### config.mk
export PLATFORM = sky130hd
export DESIGN_NAME = jericalla_evolucion
export DESIGN_NICKNAME = d
export VERILOG_FILES = /design/src/rtl/jericalla_evolucion.sv
export SDC_FILE = /design/constraint.sdc
export NUM_CORES = 2
export LEC_CHECK = 0
export CORE_ASPECT_RATIO = 0.8
export CORE_MARGIN = 2
export CORE_UTILIZATION = 40
export CTS_BUF_LIST = sky130_fd_sc_hd__clkbuf_2
export DETAILED_ROUTE_END_ITERATION = 10
export PLACE_DENSITY = 0.63
export SYNTH_ARGS = -nofsm -noshare
export SYNTH_HDL_FRONTEND = slang
export SYNTH_HIERARCHICAL = 1
export SYNTH_SLANG_ARGS = --single-unit
### constraint.sdc
create_clock -name clk -period 11.4 [get_ports clk]
set_clock_uncertainty 0.1 [all_clocks]
set_input_delay 2.28 -clock clk [delete_from_list [all_inputs] [get_ports clk]]
set_output_delay 2.28 -clock clk [all_outputs]
set_load 0.01 [all_outputs]
### src/rtl/jericalla_evolucion.sv
// rtl/jericalla_evolucion.sv - single-cycle jericalla datapath: register file, ALU and data RAM
//
// Purpose:
//   Executes one 19-bit instruction on every rising clk edge.
//   ALU results and loads are written back to the register file.
//   SW writes to the data RAM.
//   data_out/zf hold the result of the last executed instruction.
//
// Ports (jericalla_evolucion):
//   clk          in   1   single clock; all state changes on the rising edge
//   reset        in   1   synchronous, active-high; clears data_out/zf only
//   instruction  in   19  [18:15] opcode, [14:10] rd, [9:5] rs1, [4:0] rs2
//   data_out     out  32  registered result R
//   zf           out  1   registered (R == 0)
//
// Ports (banco_de_registros):
//   clk          in   1   write clock
//   we           in   1   write enable
//   waddr        in   AW  write address
//   wdata        in   DW  write data
//   raddr1/2     in   AW  combinational read addresses
//   rdata1/2     out  DW  combinational read data

module banco_de_registros #(
  parameter int DATA_WIDTH = 32,
  parameter int REG_AW     = 5
) (
  input  logic                  clk,
  input  logic                  we,
  input  logic [REG_AW-1:0]     waddr,
  input  logic [DATA_WIDTH-1:0] wdata,
  input  logic [REG_AW-1:0]     raddr1,
  input  logic [REG_AW-1:0]     raddr2,
  output logic [DATA_WIDTH-1:0] rdata1,
  output logic [DATA_WIDTH-1:0] rdata2
);

  // No reset: contents are preloaded externally and survive reset.
  logic [DATA_WIDTH-1:0] mem [0:(1<<REG_AW)-1];

  always_ff @(posedge clk) begin
    if (we) begin
      mem[waddr] <= wdata;
    end
  end

  assign rdata1 = mem[raddr1];
  assign rdata2 = mem[raddr2];

endmodule

module jericalla_evolucion #(
  parameter int DATA_WIDTH = 32,
  parameter int REG_AW     = 5,
  parameter int RAM_AW     = 5
) (
  input  logic                  clk,
  input  logic                  reset,
  input  logic [18:0]           instruction,
  output logic [DATA_WIDTH-1:0] data_out,
  output logic                  zf
);

  typedef enum logic [3:0] {
    OP_NOP = 4'b0000,
    OP_AND = 4'b0001,
    OP_ADD = 4'b0010,
    OP_SUB = 4'b0011,
    OP_SLT = 4'b0100,
    OP_OR  = 4'b0101,
    OP_SW  = 4'b0110,
    OP_LW  = 4'b0111
  } opcode_e;

  logic [3:0]        opcode;
  logic [REG_AW-1:0] rd;
  logic [REG_AW-1:0] rs1;
  logic [REG_AW-1:0] rs2;

  assign opcode = instruction[18:15];
  assign rd     = instruction[14:10];
  assign rs1    = instruction[9:5];
  assign rs2    = instruction[4:0];

  logic [DATA_WIDTH-1:0] op_a;
  logic [DATA_WIDTH-1:0] op_b;
  logic [DATA_WIDTH-1:0] result;
  logic                  reg_we;
  logic                  ram_we;
  logic [RAM_AW-1:0]     ram_addr;
  logic [DATA_WIDTH-1:0] ram_rdata;

  logic [DATA_WIDTH-1:0] data_out_q;
  logic [DATA_WIDTH-1:0] data_out_d;
  logic                  zf_q;
  logic                  zf_d;

  // Data RAM: synchronous write, combinational read, never cleared.
  logic [DATA_WIDTH-1:0] ram_mem [0:(1<<RAM_AW)-1];

  banco_de_registros #(
    .DATA_WIDTH (DATA_WIDTH),
    .REG_AW     (REG_AW)
  ) banco_de_registros_inst (
    .clk    (clk),
    .we     (reg_we),
    .waddr  (rd),
    .wdata  (result),
    .raddr1 (rs1),
    .raddr2 (rs2),
    .rdata1 (op_a),
    .rdata2 (op_b)
  );

  // The RAM is addressed by the low bits of rs1's value for both SW and LW.
  assign ram_addr  = op_a[RAM_AW-1:0];
  assign ram_rdata = ram_mem[ram_addr];

  always_comb begin
    result = '0;
    reg_we = 1'b0;
    ram_we = 1'b0;
    unique case (opcode)
      OP_AND: begin
        result = op_a & op_b;
        reg_we = 1'b1;
      end
      OP_ADD: begin
        result = op_a + op_b;
        reg_we = 1'b1;
      end
      OP_SUB: begin
        result = op_a - op_b;
        reg_we = 1'b1;
      end
      OP_SLT: begin
        result = {{(DATA_WIDTH-1){1'b0}}, ($signed(op_a) < $signed(op_b))};
        reg_we = 1'b1;
      end
      OP_OR: begin
        result = op_a | op_b;
        reg_we = 1'b1;
      end
      OP_SW: begin
        // rd is a don't-care here; reg_we stays low so an undefined rd cannot write.
        result = op_b;
        ram_we = 1'b1;
      end
      OP_LW: begin
        result = ram_rdata;
        reg_we = 1'b1;
      end
      default: begin
        result = '0;
      end
    endcase
    // Reset aborts this cycle's writes without touching stored contents.
    if (reset) begin
      reg_we = 1'b0;
      ram_we = 1'b0;
    end
  end

  always_ff @(posedge clk) begin
    if (ram_we) begin
      ram_mem[ram_addr] <= op_b;
    end
  end

  always_comb begin
    data_out_d = result;
    zf_d       = (result == '0);
    if (reset) begin
      data_out_d = '0;
      zf_d       = 1'b1;
    end
  end

  always_ff @(posedge clk) begin
    data_out_q <= data_out_d;
    zf_q       <= zf_d;
  end

  assign data_out = data_out_q;
  assign zf       = zf_q;

endmodule

Word-level counts from Yosys, hierarchy flattened:

Memories as Yosys holds them, arrays and structs flattened.
Cells that the tools add are included.

* bitwise gates (word level): 2
* div/mod/pow operators: 0
* muxes and demuxes: 9
* add/subtract/negate cells: 2
* $lt $le $gt $ge: 1
* $mul: 0
* shifts and indexed selects: 0
* equal/unequal tests: 7
* reduce and logical (&&, ||, !) cells: 2

Operator list (count)
* one-hot mux 32 bit (7 select lines): 1
* adder 32 bit: 1
* AND 32 bit: 1
* logical NOT 32 bit: 1
* < comparator 32 bit: 1
* OR 32 bit: 1
* subtractor 32 bit: 1
* equality test 4 x 3 -> 1 bit (second input constant): 4
* equality test 4 x 2 -> 1 bit (second input constant): 2
* two-way mux 1 bit: 8
* OR reduction 6 bit: 1
* equality test 4 x 1 -> 1 bit (second input constant): 1

* memories: 2
* RAM bits: 2048
* latch bits: 0
* input bits: 21
* logic and storage cells: 27
* bits in registers: 33
* memory bits (read-only): 0

Memories
* banco_de_registros_inst.mem: depth 32, bits a word 32, rd ports 2, clocked after Yosys merged registers in 0, wr ports 1, line 39 `logic [DATA_WIDTH-1:0] mem [0:(1<<REG_AW)-1];`
* ram_mem: depth 32, bits a word 32, rd ports 1, clocked after Yosys merged registers in 0, wr ports 1, line 99 `logic [DATA_WIDTH-1:0] ram_mem [0:(1<<RAM_AW)-1];`

Longest topological paths before layout:

* depth in word-level cells: 6
* depth in mapped cells: 30
* mapped depth without buffers: 19

Cells and area by module:

The synthesis kept the hierarchy.

Modules (own cells, without submodules)
* banco_de_registros: times used 1, seq. area each 30749.5 um^2, cells each 3386, area each 48789.3 um^2
* jericalla_evolucion: times used 1, seq. area each 31410.1 um^2, cells each 2918, area each 45431.1 um^2

Least setup slack after synthesis:

Ideal clock, no wire load.

* path type: in2reg
* start: input port instruction[6]
* end: register zf_q (netlist: zf)
* setup slack: 2.030 ns
* stages: 30
* data required time: 11.184 ns
* arrival: 9.154 ns
* library setup time: 0.116 ns
* path buffers: 11
* cell sequence: buf_4 > buf_6 > buf_6 > mux2i_1 > a22o_1 > nor3_1 > a31oi_1 > nand3_1 > buf_6 > buf_6 > buf_4 > buf_4 > buf_4 > buf_6 > buf_4 > buf_2 > inv_1 > ha_1 > fa_1 > or2_2 > a2111o_1 > and2_1 > o311a_1 > o21a_1 > o31ai_1 > nor2_1 > nand3_1 > nor4_2 > and4_1 > a41o_1

* longest elaborated chain between the ends: 4

RTL lines
* from (decl): line 59 `input logic [18:0] instruction,`
* memory read (32 x 32 bit) *
* named net op_a[0]: line 85 `logic [DATA_WIDTH-1:0] op_a;`
* subtractor 32 bit (tied with other cells): line 133 `result = op_a - op_b;`
* one-hot mux 32 bit (7 select lines) *: line 123 `unique case (opcode)`
* named net result[10]: line 87 `logic [DATA_WIDTH-1:0] result;`
* logical NOT 32 bit *: line 172 `zf_d = (result == '0);`
* to (signal assigned): line 181 `zf_q <= zf_d;`
* to (decl): line 95 `logic zf_q;`

The timed path passes the listed nets; every way through them passes the cells marked *.
A chain may end at the register's enable or synchronous reset.

Worst setup path in the final report:

* start: input port instruction[8]
* end: register zf_q (netlist: zf)

* longest elaborated chain between the ends: 4

RTL lines (line)
* memory read (32 x 32 bit) *
* named net op_a[1]: 85
* subtractor 32 bit (tied with other cells): 133
* one-hot mux 32 bit (7 select lines) *: 123
* logical NOT 32 bit *: 172

Marked as above.

==> impl_metrics.tcl <==
set metrics [dict create \
    status "finished, final reports clean" \
    whs_ps 912 \
    min_delay_path_depth 6 \
    setup_violations 0 \
    pwr_density_cell_nw_per_um2 156 \
    p_leak_nw 38.0 \
    clk_pin_slew_worst_paths_ps 120 \
    drc 0 \
    drive_gt1_share_pct 17.3 \
    cts_htree_levels 6 \
    crit-reg2reg-launch "banco_de_registros_inst/mem[2][1]$_DFFE_PP_" \
    clock_path_buffers 4 \
    grt_overflow 0 \
    pre_cts_ws_ps 1490 \
    portBuffers 53 \
    required_ps 12910 \
    io_pins 54 \
    clock.fmax_mhz 117 \
    first_pass_iters 8 \
    synth-async-reset-ratio_pct 0 \
    seq_area_frac_synth_pct 66.0 \
    avgSynthCellArea_um2 14.9 \
    p_sw_mw 4.79 \
    holdCritPathClass "flop to flop" \
    worst_pin_slew_ps 1430 \
    start_kind "input pin" \
    maxCapViolations 0 \
    crit_top_cell "buf_4" \
    arrival_ps 10060 \
    seq_area_um2 62200 \
    power_frac_clock_pct 31.2 \
    path_cells "clkdlybuf4s50_1, nand2b_2, buf_4, a21oi_1, a31oi_1, nand3_4, buf_4, or4b_2, buf_4, o22ai_1, nor4_1, nand2_1, a211oi_2, nand2_1, or4b_1, nor4_2, and4_1, a41o_1" \
    antenna_found_initial 14 \
    fp.dieH_um 438 \
    slew_headroom_pct 3.70 \
    core.rowCount 159 \
    first_global_vias 60700 \
    cts_tree "yes" \
    p_int_mw 11.4 \
    synth_area_um2 94200 \
    area.growth.synth_to_final_pct 9.96 \
    synth.largest_area_cell "edfxtp_1" \
    synth_cell_type_count 85 \
    synth-seq-cells 2081 \
    ir_drop_mv 0.0751 \
    die_width_um 547 \
    syn-num-nets 6428 \
    p_sw_share_pct 29.6 \
    critPathKind "input pin to flop" \
    synth_edf_count 2048 \
    reg2reg_to "zf$_SDFF_PP1_" \
    start_util_pct 40.2 \
    min-delay-start "ram_mem[13][3]$_DFFE_PP_" \
    finalPower_mw 16.2 \
    core_region_area_um2 234000 \
    avgRoutedWirePerCell_um 30.3 \
    period_minus_slack_ps 8550 \
    rrSetupSlack_ps 4410 \
    cp-end-kind "flop" \
    ys_warn_count 6 \
    via_per_inst 6.05 \
    cts_root_buf "clkbuf_2" \
    holdPathEnd "data_out[3]$_SDFF_PP0_" \
    fp.dieArea_um2 239000 \
    synth_ff_type "edfxtp_1" \
    finalSetupTns_ps 0 \
    vias 61800 \
    cts_hold_buf 0 \
    drt_wl_total_um 310000 \
    dpl.cell_count 9333 \
    first_iter_violations 8611 \
    grt_util_all_layers_pct 25.2 \
    ff2ff_path_depth 17 \
    grt_pass1_wl_um 437000 \
    power_frac_comb_pct 15.0 \
    rsz0062_at_grt "no" \
    grt_max_degree 84 \
    cts_setup_buffers 0 \
    fillers 21200 \
    fin_crit_sh_pct 75.0 \
    seq_power_share_pct 53.8 \
    multi_input_area_um2 29900 \
    crit_path_max_fanout 46 \
    clk_latency_ps 1710 \
    final_core_util_pct 44.2 \
    place_area_um2 99000 \
    netlist_top_cells_area "edfxtp_1 65%, mux2i_1 16%, a22oi_1 1.8%" \
    synth_cells 6304 \
    slowest_delay_ps 910 \
    cts.sinks 2081 \
    final_area_um2 104000 \
    crit_path_top_delay_cell "a211oi_2" \
    setup_ws_ps 2850 \
    hold_violations 0 \
    cts_resized 0 \
    fin_nets 6844 \
    cts_buffers 524 \
    yosysTopAreaCellShare_pct 65.3 \
    hpwl_um 176000 \
    final_cells 10200 \
    slew_viol_final 0 \
    antenna_left 0 \
    routabilityCongestion 0.945 \
]
[power groups by stage]
stage                     sequential, mW  combinational (mW)  clock, mW
after floorplan                     8.89                1.47          0
after global routing                8.72                2.54       5.51
after global placement              8.89                2.32          0
after detailed placement            8.89                2.35          0
after CTS                           8.71                2.35       5.12
final                               8.71                2.42       5.06
[cell usage after synthesis, types with 20 or more instances]
cell and instances:
nor2b_1 32, xnor2_1 20, clkbuf_1 130, mux4_2 40, a31oi_1 79, buf_6 53
a211oi_1 24, nor3_1 95, inv_1 98, o21ai_0 68, nand2_1 268, nor2_1 163
ha_1 101, edfxtp_1 2048, buf_4 73, mux2i_1 1460, nand3_1 223, a22o_1 131
dfxtp_1 33, nor4_1 60, a22oi_1 231, a21oi_1 268, o22ai_1 218, buf_2 148
[cell families after synthesis]
logic type / count (synthesis) / synth area share [%]
AOI/OAI and AO/OA: 1135 / 8.11
xor gates and xnor gates: 20 / 0.186
adders and majority gates: 103 / 1.38
buffers and inverters: 514 / 2.97
DFF: 2081 / 66.0
muxes: 1501 / 16.5
and+or+nand+nor: 950 / 4.89
[worst max-delay path: cells and delay by family]
kind / cells / cell delay (ps)
and+or+nand+nor: 9 / 4080
buffers and inverters: 4 / 2030
AOI/OAI and AO/OA: 5 / 1580
[sequential cells by signal (all words and copies together), names as in the netlist]
register and count:
banco_de_registros_inst/mem 1024, data_out 32, ram_mem 1024, zf 1
[layout by cell type (no fill, tap or decap), types with 98 or more instances in the layout]
cell type,instances
a22oi_1,231
o22ai_1,218
mux2i_1,1460
clkbuf_2,735
inv_1,98
a21oi_1,267
a22o_1,131
buf_4,234
ha_1,101
nand2_1,266
nand3_1,221
edfxtp_1,2048
[layout make-up]
class / count / share of cell area (%)
well taps: 3139 / 3.79
repair buffers: 304 / 2.54
multi-input cells: 3709 / 28.9
clock buffers: 735 / 3.55
diodes: 7 / 0.0169
inverters: 100 / 0.362
clock inverters: 135 / 0.844
flip-flops and latches: 2081 / 60.0
[metal layers]
layer	up-vias	share of wire, %	global-route usage (%)
li1	26100	-	-
met5	-	0.018	0
met2	3838	43	36.8
met1	31300	43	36.6
met3	523	11	6.06
met4	8	2.9	8.48
[worst max path at each step]
stage	from	end
2_1_floorplan	instruction[6]	zf$_SDFF_PP1_
3_3_place_gp	instruction[8]	zf$_SDFF_PP1_
3_5_place_dp	instruction[8]	zf$_SDFF_PP1_
4_1_cts	instruction[8]	zf$_SDFF_PP1_
5_1_grt	instruction[2]	zf$_SDFF_PP1_
6_report	instruction[8]	zf$_SDFF_PP1_
Note: power is estimated with default switching activity, not from simulation.
